`src/rtl/contador_pkg.sv`:
```
// Shared definitions for the two-digit BCD counter and its controller.
package contador_pkg;

  localparam int BCD_W        = 4;
  localparam int VALOR_W      = 7;
  localparam int CONTADOR_MAX = 99;
  localparam int CONTADOR_MIN = 0;

  typedef enum logic [2:0] {
    IDLE  = 3'd0,
    STEP  = 3'd1,
    CLEAR = 3'd2,
    REPOR = 3'd3,
    WAIT  = 3'd4
  } estado_t;

endpackage

```
`src/rtl/controlador_contador_detector_pedido.sv`:
```
// Request edge detector with a one-deep pending latch; a new edge is dropped
// while the flag is already set.
module detector_pedido (
  input  logic clock,
  input  logic reset,
  input  logic req,
  input  logic clr,
  output logic pendente
);

  logic req_q;

  // NOTE: sequential state is always written with <= so every register samples
  // the pre-edge value of its neighbours, independent of statement order.
  always_ff @(posedge clock or posedge reset) begin
    if (reset) begin
      req_q    <= 1'b0;
      pendente <= 1'b0;
    end else begin
      req_q <= req;
      if (clr)                pendente <= 1'b0;
      else if (req && !req_q) pendente <= 1'b1;
    end
  end

endmodule

```
`src/rtl/controlador_contador.sv`:
```
// Sequencing/arbitration controller for the BCD 0-99 counter.
// Define CONTROLADOR_REPOR_EN to compile in the automatic refill burst.
module controlador_contador
  import contador_pkg::*;
#(
  parameter int STEP_GAP     = 1,
  parameter int REPOR_LIMIT  = 5,
  parameter int REPOR_TARGET = 25
) (
  input  logic             clock,
  input  logic             reset,
  input  logic             req_inc,
  input  logic             req_dec,
  input  logic             req_zera,
  input  logic             auto_repor,
  input  logic [BCD_W-1:0] unid,
  input  logic [BCD_W-1:0] dezena,
  output logic             passo,
  output logic             sentido,
  output logic             zera,
  output logic             negado,
  output logic             ocupado
);

  localparam int CW = (STEP_GAP > 1) ? $clog2(STEP_GAP) : 1;

  estado_t               estado_q, estado_d;
  logic [CW-1:0]         espera_q, espera_d;
  logic                  rr_dec_q, rr_dec_d;
  logic                  rajada_q, rajada_d;
  logic                  passo_d, sentido_d, zera_d, negado_d;
  logic                  pend_inc, pend_dec, pend_zera;
  logic                  clr_inc, clr_dec, clr_zera;
  logic                  decidir, repor_dispara, rajada_continua;
  logic [VALOR_W-1:0]    valor;

  assign valor = VALOR_W'(dezena) * VALOR_W'(10) + VALOR_W'(unid);

  detector_pedido u_det_inc  (.clock(clock), .reset(reset), .req(req_inc),
                              .clr(clr_inc),  .pendente(pend_inc));
  detector_pedido u_det_dec  (.clock(clock), .reset(reset), .req(req_dec),
                              .clr(clr_dec),  .pendente(pend_dec));
  detector_pedido u_det_zera (.clock(clock), .reset(reset), .req(req_zera),
                              .clr(clr_zera), .pendente(pend_zera));

`ifdef CONTROLADOR_REPOR_EN
  assign repor_dispara   = auto_repor && (valor < VALOR_W'(REPOR_LIMIT));
  assign rajada_continua = rajada_q && auto_repor && !pend_zera &&
                           (valor != VALOR_W'(REPOR_TARGET));
`else
  logic unused_repor;
  assign unused_repor    = ^{auto_repor, REPOR_LIMIT, REPOR_TARGET};
  assign repor_dispara   = 1'b0;
  assign rajada_continua = 1'b0;
`endif

  // NOTE: every signal written here gets a default first, so no path can
  // leave one unassigned and infer a latch.
  always_comb begin
    estado_d  = estado_q;
    espera_d  = espera_q;
    rr_dec_d  = rr_dec_q;
    rajada_d  = rajada_q;
    passo_d   = 1'b0;
    sentido_d = 1'b0;
    zera_d    = 1'b0;
    negado_d  = 1'b0;
    clr_inc   = 1'b0;
    clr_dec   = 1'b0;
    clr_zera  = 1'b0;
    decidir   = 1'b0;

    unique case (estado_q)
      IDLE: decidir = 1'b1;
      STEP, CLEAR, REPOR: begin
        estado_d = WAIT;
        espera_d = CW'(STEP_GAP - 1);
      end
      WAIT: begin
        if (espera_q != '0) begin
          espera_d = espera_q - CW'(1);
        end else if (rajada_continua) begin
          estado_d  = REPOR;
          passo_d   = 1'b1;
          sentido_d = 1'b1;
        end else begin
          // The last gap cycle decides directly so back-to-back work keeps
          // the STEP_GAP+1 strobe spacing.
          rajada_d = 1'b0;
          decidir  = 1'b1;
        end
      end
      default: estado_d = IDLE;
    endcase

    if (decidir) begin
      estado_d = IDLE;
      if (pend_zera) begin
        estado_d = CLEAR;
        zera_d   = 1'b1;
        clr_zera = 1'b1;
        clr_inc  = 1'b1;
        clr_dec  = 1'b1;
      end else if (repor_dispara) begin
        estado_d  = REPOR;
        passo_d   = 1'b1;
        sentido_d = 1'b1;
        rajada_d  = 1'b1;
      end else if (pend_inc || pend_dec) begin
        estado_d = STEP;
        rr_dec_d = !rr_dec_q;
        if (pend_inc && (!pend_dec || !rr_dec_q)) begin
          clr_inc = 1'b1;
          if (valor == VALOR_W'(CONTADOR_MAX)) negado_d = 1'b1;
          else begin
            passo_d   = 1'b1;
            sentido_d = 1'b1;
          end
        end else begin
          clr_dec = 1'b1;
          if (valor == VALOR_W'(CONTADOR_MIN)) negado_d = 1'b1;
          else                                 passo_d  = 1'b1;
        end
      end
    end
  end

  always_ff @(posedge clock or posedge reset) begin
    if (reset) begin
      estado_q <= IDLE;
      espera_q <= '0;
      rr_dec_q <= 1'b0;
      rajada_q <= 1'b0;
      passo    <= 1'b0;
      sentido  <= 1'b0;
      zera     <= 1'b0;
      negado   <= 1'b0;
      ocupado  <= 1'b0;
    end else begin
      estado_q <= estado_d;
      espera_q <= espera_d;
      rr_dec_q <= rr_dec_d;
      rajada_q <= rajada_d;
      passo    <= passo_d;
      sentido  <= sentido_d;
      zera     <= zera_d;
      negado   <= negado_d;
      ocupado  <= (estado_d != IDLE);
    end
  end

endmodule

```
`config.mk`:
```
export PLATFORM = sky130hd
export DESIGN_NAME = controlador_contador
export DESIGN_NICKNAME = d
export VERILOG_FILES = /design/src/rtl/contador_pkg.sv /design/src/rtl/controlador_contador_detector_pedido.sv /design/src/rtl/controlador_contador.sv
export SDC_FILE = /design/constraint.sdc
export NUM_CORES = 1
export LEC_CHECK = 0
export CAP_MARGIN = 15
export CORE_MARGIN = 8
export CORE_UTILIZATION = 40
export CTS_CLUSTER_DIAMETER = 100
export DETAILED_ROUTE_END_ITERATION = 16
export PLACE_DENSITY_LB_ADDON = 0.12
export SYNTH_ARGS = -nofsm -noshare
export SYNTH_HDL_FRONTEND = slang
export SYNTH_SLANG_ARGS = --single-unit
```
`constraint.sdc`:
```
create_clock -name clock -period 2.2 [get_ports clock]
set_input_delay 0.66 -clock clock [delete_from_list [all_inputs] [get_ports clock]]
set_output_delay 0.66 -clock clock [all_outputs]
set_load 0.05 [all_outputs]
```
==> reports/metrics.yaml <==
drt:
  vias: 628
  drtIter0Drc: 6
  vias_per_cell: 4.83
  drc: 0
  post_drt_wl_per_cell_um: 12.5
  dr.pass1.iters: 4
  final_antenna_net_count: 0
  routed_wl_um: 1620
layout:
  drive_gt1_share_pct: 34.0
  fillers: 178
  regArea_um2: 375
  synthToLayoutAreaGrowth_pct: 46.6
  final_util_pct: 61.4
  nets: 126
  final_cell_count_no_fill: 130
  multiInputGateArea_um2: 495
  num_antenna_cells: 0
yosys:
  synth_largest_area_cell: "dfrtp_1"
  avgSynthCellArea_um2: 11.1
  ys_top_cells_by_area: "dfrtp_1 (46%), ha_1 (9.2%), fa_1 (4.9%)"
  async_flop_share_pct: 100
  muxShareOfSynthArea_pct: 0
  synthTopCellsByCount: "dfrtp_1 (15), inv_1 (8), ha_1 (6)"
  synth.top_cell.area_share_pct: 46.2
  synth-adder-area-share_pct: 14.2
  synth_flop_cell: "dfrtp_1"
  yosysWarningCount: 0
  ys_types: 29
  synthXorXnorAreaFrac_pct: 6.46
  synthCells: 73
  synthSimpleGateAreaFrac_pct: 16.6
  yosys_register_bits: 15
  synth.most_common_cell: "dfrtp_1"
  yosysSeqAreaShare_pct: 46.2
  synth_top_family_by_area: "simple AND/OR/NAND/NOR gates"
  synth_edf_count: 0
  syn_area_um2: 813
  synth_compound_area_share_pct: 12.9
  synth_nets: 95
sta:
  worst_pin_slew_ns: 0.549
  whs_ns: 0.429
  skew_ns: 0.00103
  tns_ns: -0.848
  timing.slew.headroom_pct: 63.4
  rsz0062_at_grt: "yes"
  min_period_ns: 2.58
  post-route-period-util_pct: 117
  fmax_mhz: 388
  report.final.slew_viol_count: 0
  setup_viol: 3
  hold_violations: 0
  setup_ws_ns: -0.379
worst_setup_path:
  cp_num_buf_inv: 2
  cp_max_fo: 3
  cp_cell_sequence: "buf_8 > ha_4 > ha_4 > inv_2 > fa_1 > nor4b_2 > xnor2_1 > or4b_4 > and3_4"
  criticalPathCategory: "in -> reg"
  cp.arrival_ns: 2.75
  endpoint_kind: "register"
  slowest_stage: "or4b_4"
  path_common_cell: "ha_4"
  crit_path_start_kind: "input port"
  max_stage_delay_ns: 0.50
  critical_path.top_delay_family: "simple AND/OR/NAND/NOR gates"
  crit_required_ns: 2.37
  reg2reg_setup_slack_ns: 0.48
floorplan:
  core_um2: 1940
  rows: 16
  die_h_um: 61.1
  boundaryPins: 19
  die_area_um2: 3730
  die_x_um: 61.1
  initial_utilization_pct: 41.9
status:
  violations: "setup timing"
  status: "complete, but fails checks"
job:
  maxCapViolations: 0
cts:
  clk_pin_slew_ns: 0.08
  cts_tree: "yes"
  clock_sinks: 15
  numCtsBuffers: 3
  cts_max_level: 1
  clock_latency_ns: 0.27
  cts-root-to-sink-buffers: 2
  root_buffer: "clkbuf_4"
  cts_hold_buf: 0
grt:
  grt_max_degree: 16
  grt_overflow_total: 0
  grt_use_total_pct: 9.84
  grt_pass1_wl_um: 2730
  grt_pass1_vias: 631
  antenna_found_initial: 0
pwr:
  power.density_nw_per_um2: 942
  finalPower_mw: 1.12
  vdd_drop_max_v: 0.000643
  leakage_nw: 0.505
placement:
  port_buffers: 17
  post-place-cells: 123
  hpwlAfterDp_um: 1290
  place.gp.congestion: 0.772
min_path:
  hp-class: "reg -> reg"
[layout by cell type, fill, tap and decap left out, types with 2 or more instances in the layout]
master            n
inv_2             3
ha_4              4
buf_4             9
dfrtp_1          15
o21ai_0           2
nand3_1           2
buf_2             2
clkbuf_4          3
inv_1             5
xor2_2            2
clkdlybuf4s50_1  11
xnor2_1           3
o21a_1            2
and2_1            2
a21oi_1           2
a21boi_1          2
dlygate4sd2_1     2
nor2_1            4
nor2b_1           3
nand2b_1          2
[path summary, 6_finish.rpt]
| check | startpoint | end | depth (start not counted) |
|---|---|---|---|
| worst max-delay path | dezena[1] | passo | 9 |
| worst min-delay path | estado_q[2] | estado_q[2] | 1 |
| worst max register to register | u_det_inc.pendente | passo | 4 |
| worst min register to register | estado_q[2] | estado_q[2] | 1 |
| max in group asynchronous | reset | estado_q[2] | 2 |
| min in group asynchronous | reset | passo | 2 |
[flip-flops by register name (all words and copies together) (netlist names)]
name                 count
zera                     1
u_det_zera.req_q         1
u_det_zera.pendente      1
rr_dec_q                 1
ocupado                  1
u_det_dec.req_q          1
estado_q                 3
sentido                  1
u_det_inc.req_q          1
negado                   1
u_det_inc.pendente       1
u_det_dec.pendente       1
passo                    1
[stage by stage]
| stage | setup WS (ns) | area, µm² |
|---|---|---|
| after floorplan | -0.543 | 838 |
| after global placement | -1.03 | 1090 |
| after CTS | -0.435 | 1170 |
| after detailed placement | -1.10 | 1090 |
| after global routing | -0.422 | 1190 |
| final | -0.379 | 1190 |
[cell type report]
type                    count  area share (%)
repair buffers             26            19.4
inverters                   8            2.52
clock buffers               4            2.20
well taps                  27            2.83
flip-flops and latches     15            31.5
multi-input cells          50            41.6
[layer usage]
metal | routed length, µm | vias to the layer above | GRT usage, % | part of all wire (%)
li1 | - | 315 | - | -
met2 | 811 | 14 | 16.0 | 50
met3 | 83 | 0 | 4.59 | 5.1
met1 | 725 | 299 | 11.2 | 45
met4 | 0 | 0 | 2.99 | 0
met5 | 0 | - | 0 | 0
[cells by family after synthesis]
| family | count (synthesis) |
|---|---|
| flip-flops | 15 |
| XOR/XNOR | 6 |
| AO/OA/AOI/OAI | 14 |
| buffers and inverters | 8 |
| adder cells (fa/ha/maj) | 8 |
| AND/OR/NAND/NOR | 22 |
[where the power goes]
group | switching, mW | internal [mW] | total (mW)
registers | 0.0626 | 0.368 | 0.430
clock network | 0.0802 | 0.0703 | 0.151
logic | 0.292 | 0.250 | 0.543
total | 0.435 | 0.688 | 1.12
[worst reg2reg max path: stages (launching register included)]
cell and delay, ns:
dfrtp_1 0.43, a21boi_1 0.18, or3_1 0.34, or4b_4 0.49, and3_4 0.18
[what timing repair did]
item / 4_1_cts / 5_1_grt
setup buffers: 2 / 1
endpoints found under the setup margin: 3 / 3
pin swaps: 16 / 4
resized for setup: 34 / 2
Note: power is estimated with default switching activity, not from simulation.
